==> src/rtl/rs_dispatch.sv <==
// Reservation station for one functional-unit class: holds issued ops, wakes
// up operands from the result broadcast bus, and dispatches the oldest ready op
// into a registered exec port that holds stable under back-pressure.
module rs_dispatch #(
  parameter int unsigned NUM_ENT = 3,
  parameter int unsigned DATA_W  = 8,
  parameter int unsigned TAG_W   = 4,
  parameter int unsigned ROB_W   = 3
) (
  input  logic              clk1,
  input  logic              rst_n,
  input  logic              flush,
  input  logic              iss_valid,
  output logic              iss_ready,
  input  logic [3:0]        iss_func,
  input  logic [TAG_W-1:0]  iss_rd,
  input  logic [ROB_W-1:0]  iss_rob,
  input  logic              iss_s1_rdy,
  input  logic [DATA_W-1:0] iss_s1_val,
  input  logic [TAG_W-1:0]  iss_s1_tag,
  input  logic              iss_s2_rdy,
  input  logic [DATA_W-1:0] iss_s2_val,
  input  logic [TAG_W-1:0]  iss_s2_tag,
  input  logic              cdb_valid,
  input  logic [TAG_W-1:0]  cdb_tag,
  input  logic [DATA_W-1:0] cdb_data,
  output logic              exec_b,
  input  logic              exec_ready,
  output logic [2:0]        rs_index,
  output logic [DATA_W-1:0] rs1_data,
  output logic [DATA_W-1:0] rs2_data,
  output logic [3:0]        func,
  output logic [ROB_W-1:0]  rob_ind,
  output logic [TAG_W-1:0]  rd
);

  // Entry storage
  logic [NUM_ENT-1:0] valid;
  logic [NUM_ENT-1:0] sent;
  logic [NUM_ENT-1:0] s1_rdy;
  logic [NUM_ENT-1:0] s2_rdy;
  logic [DATA_W-1:0]  s1_val [NUM_ENT];
  logic [DATA_W-1:0]  s2_val [NUM_ENT];
  logic [TAG_W-1:0]   s1_tag [NUM_ENT];
  logic [TAG_W-1:0]   s2_tag [NUM_ENT];
  logic [3:0]         e_func [NUM_ENT];
  logic [TAG_W-1:0]   e_rd   [NUM_ENT];
  logic [ROB_W-1:0]   e_rob  [NUM_ENT];
  // age[i][j] = 1 means entry i is older than entry j
  logic [NUM_ENT-1:0] age    [NUM_ENT];

  // Combinational control
  logic [NUM_ENT-1:0] alloc_oh;
  logic               alloc_hit;
  logic               alloc_en;
  logic [NUM_ENT-1:0] cand;
  logic [NUM_ENT-1:0] older;
  logic [NUM_ENT-1:0] sel_oh;
  logic               sel_hit;
  logic [2:0]         sel_idx;
  logic [DATA_W-1:0]  sel_s1;
  logic [DATA_W-1:0]  sel_s2;
  logic [3:0]         sel_func;
  logic [TAG_W-1:0]   sel_rd;
  logic [ROB_W-1:0]   sel_rob;
  logic [NUM_ENT-1:0] ret_oh;
  logic               load;
  logic               retire;
  logic               new_s1_rdy;
  logic               new_s2_rdy;
  logic [DATA_W-1:0]  new_s1_val;
  logic [DATA_W-1:0]  new_s2_val;

  assign iss_ready = ~&valid;
  assign alloc_en  = iss_valid && iss_ready;
  assign load      = !exec_b || exec_ready;
  assign retire    = exec_b && exec_ready;

  // Issue bypass: a source broadcast in the issue cycle is captured as ready
  always_comb begin
    new_s1_rdy = iss_s1_rdy;
    new_s1_val = iss_s1_val;
    new_s2_rdy = iss_s2_rdy;
    new_s2_val = iss_s2_val;
    if (!iss_s1_rdy && cdb_valid && (cdb_tag == iss_s1_tag)) begin
      new_s1_rdy = 1'b1;
      new_s1_val = cdb_data;
    end
    if (!iss_s2_rdy && cdb_valid && (cdb_tag == iss_s2_tag)) begin
      new_s2_rdy = 1'b1;
      new_s2_val = cdb_data;
    end
  end

  // Lowest-index free entry for allocation
  always_comb begin
    alloc_oh  = '0;
    alloc_hit = 1'b0;
    for (int unsigned i = 0; i < NUM_ENT; i++) begin
      if (!valid[i] && !alloc_hit) begin
        alloc_hit   = 1'b1;
        alloc_oh[i] = 1'b1;
      end
    end
  end

  // Oldest ready candidate: one with no older candidate in the age matrix
  always_comb begin
    cand  = valid & ~sent & s1_rdy & s2_rdy;
    older = '0;
    for (int unsigned i = 0; i < NUM_ENT; i++) begin
      for (int unsigned j = 0; j < NUM_ENT; j++) begin
        if (j != i && cand[j] && age[j][i]) older[i] = 1'b1;
      end
    end
    sel_oh  = cand & ~older;
    sel_hit = |cand;
  end

  // Mux selected entry fields and decode the retiring index
  always_comb begin
    sel_idx  = '0;
    sel_s1   = '0;
    sel_s2   = '0;
    sel_func = '0;
    sel_rd   = '0;
    sel_rob  = '0;
    ret_oh   = '0;
    for (int unsigned i = 0; i < NUM_ENT; i++) begin
      if (sel_oh[i]) begin
        sel_idx  = i[2:0];
        sel_s1   = s1_val[i];
        sel_s2   = s2_val[i];
        sel_func = e_func[i];
        sel_rd   = e_rd[i];
        sel_rob  = e_rob[i];
      end
      ret_oh[i] = (rs_index == i[2:0]);
    end
  end

  // Entry state, age matrix and exec output register
  always_ff @(posedge clk1 or negedge rst_n) begin
    if (!rst_n) begin
      valid    <= '0;
      sent     <= '0;
      s1_rdy   <= '0;
      s2_rdy   <= '0;
      for (int unsigned i = 0; i < NUM_ENT; i++) begin
        s1_val[i] <= '0;
        s2_val[i] <= '0;
        s1_tag[i] <= '0;
        s2_tag[i] <= '0;
        e_func[i] <= '0;
        e_rd[i]   <= '0;
        e_rob[i]  <= '0;
        age[i]    <= '0;
      end
      exec_b   <= 1'b0;
      rs_index <= '0;
      rs1_data <= '0;
      rs2_data <= '0;
      func     <= '0;
      rob_ind  <= '0;
      rd       <= '0;
    end else if (flush) begin
      valid  <= '0;
      sent   <= '0;
      exec_b <= 1'b0;
      for (int unsigned i = 0; i < NUM_ENT; i++) age[i] <= '0;
    end else begin
      for (int unsigned i = 0; i < NUM_ENT; i++) begin
        if (retire && ret_oh[i]) valid[i] <= 1'b0;
        if (valid[i] && !s1_rdy[i] && cdb_valid && (s1_tag[i] == cdb_tag)) begin
          s1_rdy[i] <= 1'b1;
          s1_val[i] <= cdb_data;
        end
        if (valid[i] && !s2_rdy[i] && cdb_valid && (s2_tag[i] == cdb_tag)) begin
          s2_rdy[i] <= 1'b1;
          s2_val[i] <= cdb_data;
        end
        if (load && sel_hit && sel_oh[i]) sent[i] <= 1'b1;
        // The new entry clears its own row (younger than all); every other
        // row gains the new column, which also overwrites stale history.
        if (alloc_en && alloc_oh[i]) begin
          valid[i]  <= 1'b1;
          sent[i]   <= 1'b0;
          s1_rdy[i] <= new_s1_rdy;
          s1_val[i] <= new_s1_val;
          s1_tag[i] <= iss_s1_tag;
          s2_rdy[i] <= new_s2_rdy;
          s2_val[i] <= new_s2_val;
          s2_tag[i] <= iss_s2_tag;
          e_func[i] <= iss_func;
          e_rd[i]   <= iss_rd;
          e_rob[i]  <= iss_rob;
          age[i]    <= '0;
        end else if (alloc_en) begin
          age[i] <= age[i] | alloc_oh;
        end
      end
      if (load) begin
        exec_b <= sel_hit;
        if (sel_hit) begin
          rs_index <= sel_idx;
          rs1_data <= sel_s1;
          rs2_data <= sel_s2;
          func     <= sel_func;
          rob_ind  <= sel_rob;
          rd       <= sel_rd;
        end
      end
    end
  end

endmodule

==> config.mk <==
export PLATFORM = sky130hd
export DESIGN_NAME = rs_dispatch
export DESIGN_NICKNAME = d
export VERILOG_FILES = /design/src/rtl/rs_dispatch.sv
export SDC_FILE = /design/constraint.sdc
export NUM_CORES = 1
export LEC_CHECK = 0
export CORE_ASPECT_RATIO = 0.6
export CORE_MARGIN = 2
export CORE_UTILIZATION = 50
export DETAILED_ROUTE_END_ITERATION = 10
export HOLD_SLACK_MARGIN = 0.08
export PLACE_DENSITY = 0.78
export SETUP_SLACK_MARGIN = 0.1
export SLEW_MARGIN = 20
export SYNTH_ARGS = -nofsm -noshare
export SYNTH_HDL_FRONTEND = slang
export SYNTH_SLANG_ARGS = --single-unit
export TNS_END_PERCENT = 100
==> constraint.sdc <==
create_clock -name clk1 -period 6 [get_ports clk1]
set_clock_uncertainty 0.15 [all_clocks]
set_input_delay 0.9 -clock clk1 [delete_from_list [all_inputs] [get_ports clk1]]
set_output_delay 0.9 -clock clk1 [all_outputs]
set_load 0.02 [all_outputs]
Word level (Yosys, flattened, before mapping)

Index checks and enable logic that the tools add are counted.

Flip-flop bits (word level): 157
Output and inout bits: 32

Reductions and logical operators: 85
Bitwise gates (word level): 10
Equal/unequal tests: 10
Multiplexer cells: 78

Operators with widths:

| kind                 | count |
|---|---|
| $mux W8              | 20 |
| $logic_and A1 B1 Y1  | 42 |
| $mux W1              | 39 |
| $mux W3              | 12 |
| $eq A4 B4 Y1         | 8 |
| $reduce_bool A3 Y1   | 9 |
| $mux W4              | 6 |
| $reduce_and A2 Y1    | 9 |
| $reduce_bool A2 Y1   | 7 |
| $logic_not A1 Y1     | 13 |
| $and A3 B3 Y3        | 4 |
| $mux W9              | 1 |
| $or A3 B3 Y3         | 3 |
| $not A3 Y3           | 2 |
| $reduce_and A3 Y1    | 2 |
| $eq A3 B1 Y1 const B | 1 |
| $eq A3 B2 Y1 const B | 1 |
| $logic_not A3 Y1     | 1 |
| $reduce_or A3 Y1     | 1 |
| $logic_or A1 B1 Y1   | 1 |
| $not A1 Y1           | 1 |

Depth between registers and ports, before layout

Depth in word-level cells: 13
Mapped depth: 8

Least setup slack after synthesis

OpenSTA, ideal clock, no wires.

Path kind: input to register
Start: in cdb_tag[3]
End: reg s1_val[16] (netlist bit)
Data required time: 5.725 ns
Buffers on the path: 2
Setup time: 0.125 ns
Slack: 3.088 ns
Stages: 7
Data arrival time: 2.637 ns
Cell sequence: buf_2 > xor2_1 > nor3_1 > a21o_1 > clkbuf_1 > mux2_2 > mux2_2

Word-level cells in the longest chain between the ends: 4

Ends and longest elaborated chain:

| what                                                 | line    | source |
|---|---|---|
| from (decl)                                          | 25      | `input logic [TAG_W-1:0] cdb_tag,` |
| $eq A4 B4 Y1 (on tied branches)                      | 85, 174 |  |
| $logic_and A1 B1 Y1 (on tied branches)               | 85, 174 |  |
| $mux W8 / $reduce_bool A2 Y1 (equally long branches) | n/a     |  |
| $mux W8 / $reduce_and A2 Y1 (equally long branches)  | n/a     |  |
| to (signal, indexed assignment)                      | 176     | `s1_val[i] <= cdb_data;` |
| to (signal, indexed assignment)                      | 189     | `s1_val[i] <= new_s1_val;` |
| to (decl)                                            | 42      | `logic [DATA_W-1:0] s1_val [NUM_ENT];` |

Parallel ways exist; a longest one is shown, timed or not.
A chain may end at the register's enable or synchronous reset.

Worst setup path in the final report

Start: in flush
End: reg s1_val[18] (netlist bit)

Word-level cells in the longest chain between the ends: 2

Ends and longest elaborated chain:

| what                        | line | source |
|---|---|---|
| from (decl)                 | 12   | `input logic flush,` |
| $not A1 Y1 (no line)        | n/a  |  |
| $reduce_and A2 Y1 (no line) | n/a  |  |

Every way passes these cells.

==> results.md <==
- Finished Core Util: 0.644
- R2R Path Start: valid[1]$_DFFE_PN0P_
- Mean Syn Cell Area: 11.8 um^2
- Critical path buffers and inverters: 2
- Fin nets: 742
- DRC violation total after the first TritonRoute iteration: 419
- Total gr overflow: 0
- Outcome: completed
- Core area: 13,900 um^2
- Reg2Reg Depth: 4
- Max_cap viols: 0
- Worst slack at placement: 2.06 ns
- CP startpoint kind: input port
- Dpl cells: 860
- Synthesized flop and latch total: 153
- CTS tree: built
- Final hold vios: 0
- Cell family with most CP delay: buffers and inverters
- Endpoints failing setup: 0
- Worst hold endpoint: rs1_data[6]$_DFFE_PN0P_
- Fin crit share: 0.599
- Critical Path Max Stage Delay: 0.99 ns
- TritonCTS buffer count: 17
- Syn Nets: 666
- Setup crit end kind: register
- Die Wd: 159 um
- Post-DRT Antenna Nets: 0
- Total inserted antenna cells: 0
- Clk sinks: 153
- Clock-pin slew on the worst setup and hold paths: 0.06 ns
- Row cnt: 33
- Synth Cell Area: 7210 um^2
- Residual DRC: 0
- RSZ-0062 raised after global routing: false
- Hold/Removal Path Class: register to register
- Initial core utilization: 0.520
- Initial antenna violation count: 0
- Worst-path maximum fanout: 21
- Register area share after synthesis: 0.531
- Detailed placement HPWL: 12.4 mm
- Gr usage total: 0.247
- Final WS setup: 2.41 ns
- Commonest non-fill, non-tap cell in the layout: dfrtp_1
- DRT Wirelength: 18.5 mm
- # H-tree levels: 4
- Via count: 5,348
- CTS resizes: 0
- Worst hold path depth: 2
- Vias per std cell: 6.00
- Hold Startpoint: rs1_data[6]$_DFFE_PN0P_
- WP data required: 6.15 ns
- Worst Setup Path Type: input port to register
- Post-cts hold buffer count: 0
- Largest net degree at the start of global routing: 104
- Root Buffer: clkbuf_16
- Min cycle time layout: 3.59 ns
- First-pass GRT wire length: 29.9 mm
- CP arrival: 3.74 ns
- Netlist cell types: 45
- Boundary Pins: 87
- Reg2reg setup slack: 3.14 ns
- Die H: 97.0 um
- Peak supply drop: 0.189 mV
- Die Area: 15,400 um^2
- Slowest CP cell: clkdlybuf4s50_1
- Port bufs: 85
- Clock latency on the worst-skew pair: 0.42 ns
- Share of layout cells above drive strength 1: 0.256
- RD Place Congestion: 0.913
- Synth warnings: 0
- CP Cell Sequence: clkdlybuf4s50_1 -> nor2_2 -> buf_4 -> a31oi_1 -> mux2_2
- RR Endpoint: s1_val[4]$_DFFE_PN0P_
- Initial DRT Pass Iterations: 5
- Maximum buffer depth of the clock tree: 2
- PD cells: 361 nW/um^2
- Leakage power: 3.67 nW
- Non-filler cells, final: 892
- Worst relative slew slack: 0.235
- Setup bufs post-CTS: 0
- Wirelength per Cell: 20.8 um
- Fin. max-slew vios: 0
- Vias in the first global route: 5,523
- P&R area growth vs syn: 24.0%
- Worst Tran Pin Value: 1.15 ns
- Total power: 3.23 mW
- Commonest non-fill, non-tap cells in the layout: 153 x dfrtp_1, 123 x mux2_2, 84 x clkdlybuf4s50_1, 66 x o21ai_0, 43 x nand2_1
- Setup TNS: 0 ns
- Post-Syn Instances: 611
- Fmax: 278 MHz
[logic make-up after synthesis]
| kind of cell | count (synthesis) | synth area share |
|---|---|---|
| flip-flops | 153 | 0.531 |
| AO/OA/AOI/OAI | 141 | 0.125 |
| multiplexers | 139 | 0.214 |
| AND/OR/NAND/NOR | 97 | 0.0639 |
| buffers and inverters | 51 | 0.0299 |
| XOR/XNOR | 29 | 0.0352 |
| other | 1 | 0.000520 |
[cell usage after synthesis, drive strengths merged]
master	number	area, um^2
o2111a	1	11.3
or2b	1	7.51
nand4	3	18.8
xor2	18	158
and4	1	8.76
nor3b	1	7.51
a222oi	1	10.0
a22oi	4	30.0
nand4b	1	8.76
o21ai	66	330
o32ai	1	8.76
nor2	17	63.8
buf	10	61.3
conb	1	3.75
nor2b	4	25.0
nand3	4	20.0
and4b	3	30.0
nand3b	1	7.51
nor4	5	31.3
a21boi	2	18.8
dfrtp	153	3830
a211oi	1	7.51
and2	1	6.26
a221oi	28	245
nand2b	2	12.5
xnor2	11	96.3
o311ai	1	8.76
o31ai	2	15.0
a21o	2	15.0
clkbuf	27	101
nor3	9	45.0
nand2	43	161
inv	14	52.6
a21oi	22	114
mux2	123	1390
a31oi	8	68.8
a41oi	2	17.5
mux2i	16	160
or3	1	6.26
[worst min-delay path: cells and delay by family, from the launching register on]
| family | cells | cell delay, ns |
|---|---|---|
| flops | 1 | 0.34 |
| simple gates | 1 | 0.05 |
| compound gates | 1 | 0.06 |
[stage by stage]
step | hold slack, ns | instance area [um^2]
final | 0.327 | 8940
after global routing | 0.359 | 8940
after CTS | 0.336 | 8930
after detailed placement | 0.321 | 8250
after global placement | 0.314 | 8240
after floorplan | 0.301 | 7210
[sequential cells by signal, indices dropped and copies added (netlist names), 2 cells and up]
name      count
rs1_data      8
s1_tag       12
s2_tag       12
s1_val       24
e_rd         12
valid         3
rs_index      2
e_func       12
rs2_data      8
s2_val       24
rob_ind       3
s1_rdy        3
rd            4
s2_rdy        3
e_rob         9
sent          3
age           6
func          4
[metal layers]
metal	wire [um]	vias up	track usage
met4	259	0	0.0825
li1	-	2385	-
met3	1360	27	0.0540
met2	8280	231	0.368
met1	8640	2705	0.362
met5	0	-	0
[cell type report]
class | instances | area (um^2)
clock buffer | 20 | 467
clock inverter | 12 | 213
fill | 1078 | 4930
inverter | 14 | 52.6
multi-input combinational | 407 | 3220
sequential | 153 | 3830
tap | 192 | 240
timing repair buffer | 94 | 920
[where the power goes]
group	internal (mW)	switching, mW	leakage [nW]
logic	0.314	0.297	1.40
clock network	0.779	0.438	0.329
registers	1.26	0.142	1.94
[how the worst max path moves through the flow]
stage               start  depth (start not counted)                endpoint  slack [ns]
6_report            flush                          5  s1_val[18]$_DFFE_PN0P_        2.41
5_1_grt             flush                          5  s1_val[18]$_DFFE_PN0P_        2.27
4_1_cts             flush                          5  s1_val[18]$_DFFE_PN0P_        2.46
3_5_place_dp        flush                          5  s1_val[16]$_DFFE_PN0P_        2.06
3_3_place_gp        flush                          5   s1_rdy[1]$_DFFE_PN0P_        2.04
2_1_floorplan  cdb_tag[3]                          7  s1_val[16]$_DFFE_PN0P_        3.09
No activity file was read; power rests on OpenSTA's default activity.
